File: src/rtl/mul_arbiter.sv
// Arbitrates NREQ requesters onto one shared multiplier; round-robin, or fixed priority with MUL_ARB_FIXED_PRIO_EN.
// Latency: grant -> rsp_valid after MUL_LAT+1 clocks; one job in flight, next grant in the IDLE cycle after the response.
// Backpressure: rsp_valid/rsp_c/rsp_id hold until rsp_ready; req_ready stays low until the response is accepted.
module mul_arbiter #(
    parameter int NREQ    = 4,
    parameter int MUL_LAT = 1
) (
    input  logic                 clk,
    input  logic                 rst,
    input  logic [NREQ-1:0]      req_valid,
    output logic [NREQ-1:0]      req_ready,
    input  logic [NREQ*16-1:0]   req_a,
    input  logic [NREQ*16-1:0]   req_b,
    output logic                 rsp_valid,
    input  logic                 rsp_ready,
    output logic [2:0]           rsp_id,
    output logic [31:0]          rsp_c,
    output logic [15:0]          mul_a,
    output logic [15:0]          mul_b,
    input  logic [31:0]          mul_c
);

    localparam int IW = $clog2(NREQ);

    localparam logic [1:0] ST_IDLE = 2'd0;
    localparam logic [1:0] ST_WAIT = 2'd1;
    localparam logic [1:0] ST_RESP = 2'd2;

    typedef struct packed {
        logic [15:0] a;
        logic [15:0] b;
        logic [2:0]  id;
    } job_t;

    logic [1:0]      state_q, state_d;
    logic [3:0]      cnt_q, cnt_d;
    job_t            job_q, job_d;
    logic [31:0]     rsp_c_q, rsp_c_d;
    logic            arm_q, arm_d;
`ifndef MUL_ARB_FIXED_PRIO_EN
    logic [IW-1:0]   ptr_q, ptr_d;
    logic [IW:0]     sum;
`endif

    logic            found;
    logic            fire;
    logic [IW-1:0]   idx;
    logic [IW-1:0]   gnt_idx;
    logic [NREQ-1:0] gnt_oh;
    logic [15:0]     a_sel, b_sel;

    // Search order: index 0 upward for fixed priority, otherwise from the pointer with wrap.
    always_comb begin
        found   = 1'b0;
        idx     = '0;
        gnt_idx = '0;
        gnt_oh  = '0;
        a_sel   = '0;
        b_sel   = '0;
`ifndef MUL_ARB_FIXED_PRIO_EN
        sum     = '0;
`endif
        for (int k = 0; k < NREQ; k++) begin
`ifdef MUL_ARB_FIXED_PRIO_EN
            idx = IW'(k);
`else
            sum = {1'b0, ptr_q} + (IW+1)'(k);
            if (sum >= (IW+1)'(NREQ)) begin
                sum = sum - (IW+1)'(NREQ);
            end
            idx = sum[IW-1:0];
`endif
            if (!found && req_valid[idx]) begin
                found       = 1'b1;
                gnt_idx     = idx;
                gnt_oh[idx] = 1'b1;
                a_sel       = req_a[{idx, 4'b0000} +: 16];
                b_sel       = req_b[{idx, 4'b0000} +: 16];
            end
        end
    end

    // arm_q keeps req_ready low in the cycle reset is released.
    assign fire      = arm_q && (state_q == ST_IDLE) && found;
    assign req_ready = fire ? gnt_oh : '0;
    assign rsp_valid = (state_q == ST_RESP);
    assign rsp_id    = job_q.id;
    assign rsp_c     = rsp_c_q;
    assign mul_a     = job_q.a;
    assign mul_b     = job_q.b;

    always_comb begin
        state_d = state_q;
        cnt_d   = cnt_q;
        job_d   = job_q;
        rsp_c_d = rsp_c_q;
        arm_d   = 1'b1;
`ifndef MUL_ARB_FIXED_PRIO_EN
        ptr_d   = ptr_q;
`endif
        case (state_q)
            ST_IDLE: begin
                if (fire) begin
                    state_d  = ST_WAIT;
                    cnt_d    = 4'(MUL_LAT);
                    job_d.a  = a_sel;
                    job_d.b  = b_sel;
                    job_d.id = 3'(gnt_idx);
`ifndef MUL_ARB_FIXED_PRIO_EN
                    ptr_d    = (gnt_idx == IW'(NREQ-1)) ? '0 : gnt_idx + IW'(1);
`endif
                end
            end
            ST_WAIT: begin
                cnt_d = cnt_q - 4'd1;
                if (cnt_q == 4'd1) begin
                    rsp_c_d = mul_c;
                    state_d = ST_RESP;
                end
            end
            ST_RESP: begin
                if (rsp_ready) begin
                    state_d = ST_IDLE;
                end
            end
            default: state_d = ST_IDLE;
        endcase
    end

    always_ff @(posedge clk or negedge rst) begin
        if (!rst) begin
            state_q <= ST_IDLE;
            cnt_q   <= '0;
            job_q   <= '0;
            rsp_c_q <= '0;
            arm_q   <= 1'b0;
`ifndef MUL_ARB_FIXED_PRIO_EN
            ptr_q   <= '0;
`endif
        end else begin
            state_q <= state_d;
            cnt_q   <= cnt_d;
            job_q   <= job_d;
            rsp_c_q <= rsp_c_d;
            arm_q   <= arm_d;
`ifndef MUL_ARB_FIXED_PRIO_EN
            ptr_q   <= ptr_d;
`endif
        end
    end

endmodule
File: config.mk
export PLATFORM = sky130hd
export DESIGN_NAME = mul_arbiter
export DESIGN_NICKNAME = d
export VERILOG_FILES = /design/src/rtl/mul_arbiter.sv
export SDC_FILE = /design/constraint.sdc
export NUM_CORES = 1
export LEC_CHECK = 0
export BUFFER_PORTS_ARGS = -buffer_cell sky130_fd_sc_hd__buf_2
export CAP_MARGIN = 40
export CORE_MARGIN = 2
export CORE_UTILIZATION = 43
export CTS_CLUSTER_SIZE = 40
export DETAILED_ROUTE_END_ITERATION = 6
export GPL_TIMING_DRIVEN = 0
export PLACE_DENSITY = 0.68
export REMOVE_ABC_BUFFERS = 1
export SYNTH_ARGS = -nofsm -noshare
export SYNTH_HDL_FRONTEND = slang
export SYNTH_SLANG_ARGS = --single-unit
File: constraint.sdc
create_clock -name clk -period 5.4 [get_ports clk]
set_input_delay 0.27 -clock clk [delete_from_list [all_inputs] [get_ports clk]]
set_output_delay 0.27 -clock clk [all_outputs]
set_load 0.02 [all_outputs]
==> metrics, run 1 <==
run status completed; most frequent cells in the layout buf_2, mux4_2, dfrtp_1, o21ai_0; clk buf depth 2; wire per inst 20.55 microns; GR Util All Layers 22.65%; max-slew violations 0; n_diodes 0; routed wl met2 10280 microns; Rows 47; Synth Register Bits 75; skew final 0.01277 ns; Critical Path AT 4.43 ns; fin crit period 4.697 ns; total power 5868 uW; Die W 133.9 microns; Core Region 0.01652 sq mm; WL met3 1805 microns; # clock sinks 75; fillcell total 1354; unrepaired setup endpoints after global routing false; Reg-to-Reg Start ptr_q[1]; worst hold path class input port to flip-flop; WP data required 5.13 ns; Routed met1 length 7784 microns; drt first pass iters 5; Yosys top cell area share 40.37%; effective utilization at floorplan 43.89%; max frequency 212.9 MHz; most used flip-flop cell after synthesis dfrtp_1; Post-Synthesis Cell Area 0.007253 sq mm; Cell variety after synth 41; Rel. slew slack 48.89%; Post-synth EDFFs 0; LEAKAGE 0.003708 uW; hold_sp rsp_ready; layout cells sized above 1 57.86%; CP endpoint kind output pin; Worst-path clk slew 0.06 ns; Vias 6109; Critical Path Source ptr_q[1]; largest net degree at the start of global routing 57; worst-path fanout max 38; Cells after Synth 556; Area Growth Syn to Fin 24.32%; vias per inst 6.253; CP Launch Type flip-flop; synth warn 0; H-tree depth 3; max-cap violation count 0; cts repair resizes 0; register area share after synthesis 25.88%; PwrDens 650.7 mW/mm^2; initial DRC count 310; TritonCTS buffer count 9; port buffer count 237; top sig layer met4; final period utilization 86.98%; first-pass GRT wire length 32330 microns; clock tree root driver cell clkbuf_16; worst hold slack 0.1432 ns; most common cell after layout, fill and taps aside buf_2; grt total ovfl 0; CTS Hold Buffers Added 1; Hold Vio Cnt, Final 0; area leader, netlist mux4_2; mean post-synth cell area 13.05 sq um; Crit Path Category flip-flop to output pin; DRC violations left 0; I/O pin cnt 239; insertion delay to the later sink of the worst-skew pair 0.34 ns; vias in the first global route 6338; CTS tree done; Final ANT Viol Nets 0; Final Setup Violations 0; routability cong. 0.7900; nets 927; post-CTS setup buffers 0; Die Ht 133.9 microns; top cells by area, synth mux4_2, dfrtp_1, mux2i_1; Worst Tran Pin Value 0.7666 ns; worst vdd ir 0.0003764 V; Post-DP HPWL 14690 microns; final WL 20070 microns; die area 0.01792 sq mm; Async SR Flop Fraction 100.0%; initial antenna violation count 0
flip-flops by register name (all words and copies together), names as in the netlist, named ones only:
signal and count:
arm_q 1, cnt_q 4, mul_a 16, mul_b 16
ptr_q 1, rsp_c 32, rsp_id 2, state_q 2
logic make-up after synthesis:
kind of cell,synth area share [%]
AOI/OAI and AO/OA,12.11
xor gates and xnor gates,0.2415
adders and majority gates,1.380
buffers and inverters,5.313
DFF,25.88
muxes,50.44
other,0.1035
and+or+nand+nor,4.537
final cells by class:
cell class                 instances  area (sq um)  share of cell area [%]
tap                              220         275.3                   3.053
multi-input combinational        409          5037                   55.86
sequential                        75          1884                   20.90
clock inverter                     4         26.28                  0.2914
inverter                           5         18.77                  0.2081
clock buffer                      12         246.5                   2.733
timing repair buffer             252          1529                   16.96
cells in the mapped netlist, types with 2 or more instances:
cell type  number
a22oi_1         5
or2_1           4
nand3_1         2
a31oi_1        36
and3b_1         2
nand2b_1        3
ha_1            8
buf_2          26
nor3b_1         3
buf_1           3
nor2b_1         3
inv_1           5
conb_1          2
mux2i_1        37
o21ai_0        43
o211ai_1        2
nand2_1         8
xnor2_1         2
mux2_2         32
clkbuf_1       24
buf_6           8
mux4_2        130
buf_4           6
nor2_1         36
nor4_1          2
a22o_1         33
a21oi_1         2
dfrtp_1        75
o21a_1          2
layer usage:
| layer | vias up | global-route usage [%] |
|---|---|---|
| met3 | 13 | 4.800 |
| met1 | 3085 | 27.77 |
| met5 | - | 0 |
| li1 | 2704 | - |
| met2 | 307 | 40.09 |
| met4 | 0 | 7.210 |
report_power, final:
part | total [uW] | switching [uW] | leakage (uW) | internal [uW]
Clock | 563 | 240 | 0.000133 | 323
Combinational | 4180 | 1960 | 0.00271 | 2220
Sequential | 1120 | 267 | 0.000863 | 854
stage by stage:
stage / instances / util (%) / TNS, ns / area [sq um] / setup slack, ns
floorplan: 489 / - / -170.30 / 6887 / -4.643
global placement: 946 / 50.52 / -296.83 / 8348 / -7.900
detailed placement: 960 / 52.86 / 0 / 8735 / 1.084
CTS: 977 / 54.57 / 0 / 9017 / 0.6968
global route: 977 / 54.57 / 0 / 9017 / 0.4786
finish: 977 / 54.57 / 0 / 9017 / 0.7029
worst paths after layout:
check                                     to  slack, ns  depth (start not counted)
worst max-delay path            req_ready[1]       0.70                         10
worst min-delay path              state_q[1]       0.14                          2
worst max register to register      ptr_q[1]       1.49                          8
worst min register to register     rsp_id[1]       0.49                          1
max in group asynchronous          mul_b[11]       4.34                          3
min in group asynchronous           mul_b[9]       0.45                          2
critical path, stage by stage (launching register included):
cell	delay (ns)
dfrtp_4	0.77
buf_12	0.30
inv_1	0.16
ha_4	0.64
mux4_2	0.66
nor2b_4	0.53
buf_16	0.24
a22oi_1	0.09
or2_1	0.24
a31oi_1	0.21
buf_2	0.20
Power figures use the tool's default switching activity.
==> run 2: changes to the inputs <==
PLACE_DENSITY = 0.71   (was 0.68)
==> run 2 against run 1 <==
Compared with the run above:
- power grew 0.78%
- non-clock buffer count is the same
- die area is the same
- clock skew shrank 0.0012 ns
- utilization grew 0.31 points
- critical path depth is the same
- setup slack lost 0.28 ns
- design area grew 0.57%
- count of clock-buffer cells in the layout shrank 1
- combinational power shrank 1%
- maximum frequency shrank 5.6%
==> metrics, run 2 (synthesis results as in run 1) <==
run status completed; Vias 6045 (-1.0%); GR Util All Layers 21.48% (-1.2 points); final setup margin 0.4246 ns (-0.2783 ns); post-CTS setup buffers 0 (unchanged); initial antenna violation count 0 (unchanged); Final ANT Viol Nets 0 (unchanged); vias in the first global route 5908 (-6.8%); CP endpoint kind output pin; WP data required 5.13 ns (about the same); Worst-path clk slew 0.06 ns (about the same); Slowest-stage cell, CP dfrtp_4; TritonCTS buffer count 9 (unchanged); Critical Path AT 4.71 ns (+0.28 ns); Worst Tran Pin Value 0.8935 ns (+0.1269 ns); CTS tree done; most frequent cells in the layout buf_2, mux4_2, dfrtp_1, o21ai_0; port buffer count 237 (unchanged); insertion delay to the later sink of the worst-skew pair 0.34 ns (about the same); effective utilization at floorplan 43.89% (unchanged); first-pass GRT wire length 30590 microns (-5.4%); Post-Route Utilization 54.88% (+0.31 points); Hold Vio Cnt, Final 0 (unchanged); Rel. slew slack 40.43% (-8.5 points); routability cong. 0.7837 (-0.80%); die area 0.01792 sq mm (unchanged); CTS Hold Buffers Added 1 (unchanged); grt total ovfl 0 (unchanged); Rows 47 (unchanged); most common cell after layout, fill and taps aside buf_2; Post-DP HPWL 13960 microns (-5.0%); n_diodes 0 (unchanged); skew final 0.01152 ns (-0.001249 ns); worst hold path class input port to flip-flop; worst slack, placed 0.6959 ns (-0.3883 ns); nets 927 (unchanged); DRC violations left 0 (unchanged); crit path buf inv count 4 (unchanged); unrepaired setup endpoints after global routing false; vias per inst 6.187 (-1.0%); fillcell total 1418 (+4.7%); layout cells sized above 1 57.86% (unchanged); clock tree root driver cell clkbuf_16; LEAKAGE 0.003731 uW (+0.61%); H-tree depth 3 (unchanged); final period utilization 92.14% (+5.2 points); Area Growth Syn to Fin 25.03%; Die W 133.9 microns (unchanged); drt first pass iters 5 (unchanged); # clock sinks 75 (unchanged); max reg flops 32 (unchanged); clk buf depth 2 (unchanged); final WL 19080 microns (-4.9%); cell family with most CP delay buffers and inverters; cts repair resizes 0 (unchanged); max-slew violations 0 (unchanged); Final Setup Violations 0 (unchanged); PwrDens 652.1 mW/mm^2 (+0.21%); Crit Path Category flip-flop to output pin; initial DRC count 303 (-2.3%); hold_sp rsp_ready; largest net degree at the start of global routing 56 (-1.8%); Die Ht 133.9 microns (unchanged); CP Launch Type flip-flop; max-cap violation count 0 (unchanged); I/O pin cnt 239 (unchanged); Core Region 0.01652 sq mm (unchanged); worst-path fanout max 55 (+45%); max frequency 201.0 MHz (-5.6%); slowest stage delay, CP 0.89 ns (+0.12 ns); wire per inst 19.53 microns (-4.9%); fin crit period 4.975 ns (+0.2783 ns); worst vdd ir 0.0003978 V (+5.7%); critical-path cell list inv_1 > ha_4 > buf_16 > mux4_2 > buf_12 > nor2b_4 > a22oi_1 > or2_1 > a31oi_1 > buf_2
[run 2: cell count changes in the layout (fill, tap and decap cells not counted)]
| cell | before | now |
|---|---|---|
| clkinv_2 | 2 | 0 |
| and3b_1 | 1 | 2 |
| and3b_2 | 1 | 0 |
| inv_6 | 0 | 1 |
| bufinv_16 | 0 | 2 |
| buf_4 | 2 | 1 |
| buf_2 | 236 | 237 |
| clkbuf_1 | 2 | 1 |
[run 2: routing by layer]
metal  global-route usage (%)  share of wire (%)  up-vias
met3                    5.631                9.1       18
met2                    37.55                 50      303
li1                         -                  -     2706
met4                    5.556                1.3        0
met5                        0                  0        -
met1                    26.57                 39     3018
[run 2: worst paths after layout]
check	endpoint	cells after the start	slack (ns)
hold / removal	state_q[1]	2	0.13
min in group asynchronous	mul_a[9]	2	0.39
hold reg to reg	rsp_id[1]	1	0.49
setup / recovery	req_ready[1]	10	0.42
max in group asynchronous	ptr_q[1]	3	4.42
setup reg to reg	ptr_q[1]	9	1.00
[run 2: cell type report]
type                    instances  area (sq um)  share of cell area, %
clock buffers                  11         242.7                  2.677
clock inverters                 5         85.08                 0.9382
inverters                       5         18.77                 0.2070
multi-input cells             409          5036                  55.53
flip-flops and latches         75          1884                  20.78
well taps                     220         275.3                  3.035
repair buffers                252          1526                  16.83
[run 2: report_power, final]
group	leakage [uW]	total (uW)	switching, uW	internal, uW
combinational	0.00271	4140	1930	2200
clock	0.000156	669	249	420
sequential	0.000863	1110	254	854
[run 2: through the flow]
| step | hold slack (ns) | instances | area, sq um | power [uW] | setup TNS (ns) |
|---|---|---|---|---|---|
| global route | 0.1373 | 977 | 9069 | 6346 | 0 |
| global placement | 0.4570 | 946 | 8348 | 5432 | -308.32 |
| finish | 0.1281 | 977 | 9069 | 5914 | 0 |
| floorplan | -0.02559 | 489 | 6887 | 4454 | -170.30 |
| CTS | 0.1171 | 977 | 9069 | 5994 | 0 |
| detailed placement | 0.2096 | 960 | 8731 | 5312 | 0 |
==> run 3: changes to the inputs <==
CORE_UTILIZATION = 50   (was 43)
PLACE_DENSITY = 0.8   (was 0.71)
==> run 3 against run 2 <==
Compared with the run above:
- count of clock-buffer cells in the layout shrank 1
- die area fell by 14%
- clock power decreased by 2%
- sequential share of layout area rose by 0.092 points
- routed wire length up 5.6%
- worst hold slack better by 0.0024 ns
- largest power group unchanged
==> metrics, run 3 (synthesis results as in run 1) <==
run status completed; slowest stage delay, CP 0.94 ns (+0.05 ns); most frequent cells in the layout buf_2, mux4_2, dfrtp_1, o21ai_0; drt first pass iters 5 (unchanged); skew final 0.007453 ns (-0.004063 ns); WP data required 5.13 ns (about the same); Area Growth Syn to Fin 24.48%; cts repair resizes 0 (unchanged); Core Region 0.01437 sq mm (-13%); worst hold path class input port to flip-flop; most common cell after layout, fill and taps aside buf_2; max-slew violations 0 (unchanged); fin crit period 4.940 ns (-0.03508 ns); cell family with most CP delay buffers and inverters; Clk network pwr share 11.0% (-0.3 points); hold_sp rsp_ready; Worst Hold Endpoint state_q[1]; n_diodes 0 (unchanged); CP Launch Type flip-flop; Worst Tran Pin Value 0.8879 ns (-0.005622 ns); Die W 124.4 microns (-7.0%); R2R Path End ptr_q[1]; vias per inst 6.697 (+8.2%); insertion delay to the later sink of the worst-skew pair 0.34 ns (about the same); Vias 6309 (+4.4%); LEAKAGE 0.003731 uW (about the same); fillcell total 1073 (-24%); unrepaired setup endpoints after global routing false; initial DRC count 314 (+3.6%); Post-DP HPWL 14860 microns (+6.5%); port buffer count 237 (unchanged); Logic pwr share 70.1% (about the same); Rel. slew slack 39.54% (-0.89 points); max frequency 202.4 MHz (+0.71%); Slowest-stage cell, CP dfrtp_4; clock tree root driver cell clkbuf_16; final WL 20140 microns (+5.6%); initial antenna violation count 0 (unchanged); Crit Path Category flip-flop to output pin; part of the power in registers 18.9% (+0.2 points); crit path buf inv count 4 (unchanged); H-tree depth 3 (unchanged); final period utilization 91.49% (-0.65 points); most frequent cell on the critical path buf_16; die area 0.01549 sq mm (-14%); PwrDens 660.3 mW/mm^2 (+1.3%); DRC violations left 0 (unchanged); worst-path fanout max 53 (-3.6%); Sw Ratio 41.73% (+0.55 points); worst slack, placed 0.7357 ns (+0.03983 ns); first-pass GRT wire length 32550 microns (+6.4%); total power 5961 uW (+0.81%); vias in the first global route 6472 (+9.5%); final setup margin 0.4597 ns (+0.03508 ns); effective utilization at floorplan 50.48% (+6.6 points); layout cells sized above 1 57.92% (about the same); critical-path cell list buf_16 > inv_1 > ha_4 > mux4_2 > nor2b_4 > buf_16 > a22oi_1 > or2_1 > a31oi_1 > buf_2; hold depth 2 (unchanged); I/O pin cnt 239 (unchanged); Pint 3474 uW (-0.13%); Reg2Reg Depth 8 (-1); GR Util All Layers 26.11% (+4.6 points); clk buf depth 2 (unchanged); Worst-path clk slew 0.06 ns (about the same); TritonCTS buffer count 9 (unchanged); Die Ht 124.4 microns (-7.0%); Hold Vio Cnt, Final 0 (unchanged); Final ANT Viol Nets 0 (unchanged); flop2flop setup slack 1.14 ns (+0.14 ns); Critical Path AT 4.67 ns (-0.04 ns); grt total ovfl 0 (unchanged); switching power 2488 uW (+2.1%); Rows 44 (-6.4%); wire per inst 21.38 microns (+9.5%); CP endpoint kind output pin; worst vdd ir 0.0003781 V (-5.0%); max-cap violation count 0 (unchanged); largest net degree at the start of global routing 54 (-3.6%); routability cong. 0.7799 (-0.48%); Final Setup Violations 0 (unchanged); nets 928 (+0.11%); CTS tree done; # clock sinks 75 (unchanged); max reg flops 32 (unchanged)
==> run 3: what timing repair did <==
item | 4_1_cts | 5_1_grt
buffers inserted | 0 | 0
hold endpoints to repair | 31 | 0
hold buffers | 1 | 0
==> run 3: layout make-up <==
type	count	area (sq um)	share of cell area [%]
clock inverter	6	88.84	0.9839
sequential	75	1884	20.87
inverter	5	18.77	0.2079
tap	184	230.2	2.550
timing repair buffer	253	1541	17.07
clock buffer	10	229.0	2.536
multi-input combinational	409	5036	55.78
==> run 3: layer usage <==
metal,up-vias,part of all wire (%),track usage [%]
met1,3182,36,31.28
met2,382,52,45.32
met5,-,0,0
li1,2707,-,-
met3,38,9.7,6.400
met4,0,2.3,10.58
==> run 3: power groups by stage <==
stage | clock [uW] | sequential, uW | combinational [uW]
floorplan | 0 | 1580 | 2880
global route | 693 | 1180 | 4480
global placement | 0 | 1320 | 4010
finish | 653 | 1130 | 4180
CTS | 667 | 1130 | 4210
detailed placement | 0 | 1140 | 4200
==> run 3: per-stage QoR <==
step	area, sq um	std cells	TNS (ns)	hold WS (ns)	utilization (%)
after floorplan	6887	489	-170.30	-0.02559	-
after global placement	8303	910	-284.32	0.4639	57.78
after detailed placement	8701	925	0	0.2602	60.55
after CTS	9029	942	0	0.1257	62.84
after global routing	9029	942	0	0.1367	62.84
final	9029	942	0	0.1305	62.84
==> run 3: how the worst max path moves through the flow <==
| stage | end | slack (ns) | cells after the start |
|---|---|---|---|
| 6_report | req_ready[2] | 0.46 | 10 |
| 3_3_place_gp | req_ready[1] | -7.50 | 8 |
| 4_1_cts | req_ready[2] | 0.38 | 10 |
| 2_1_floorplan | req_ready[0] | -4.64 | 7 |
| 5_1_grt | req_ready[3] | 0.12 | 10 |
| 3_5_place_dp | req_ready[2] | 0.74 | 10 |
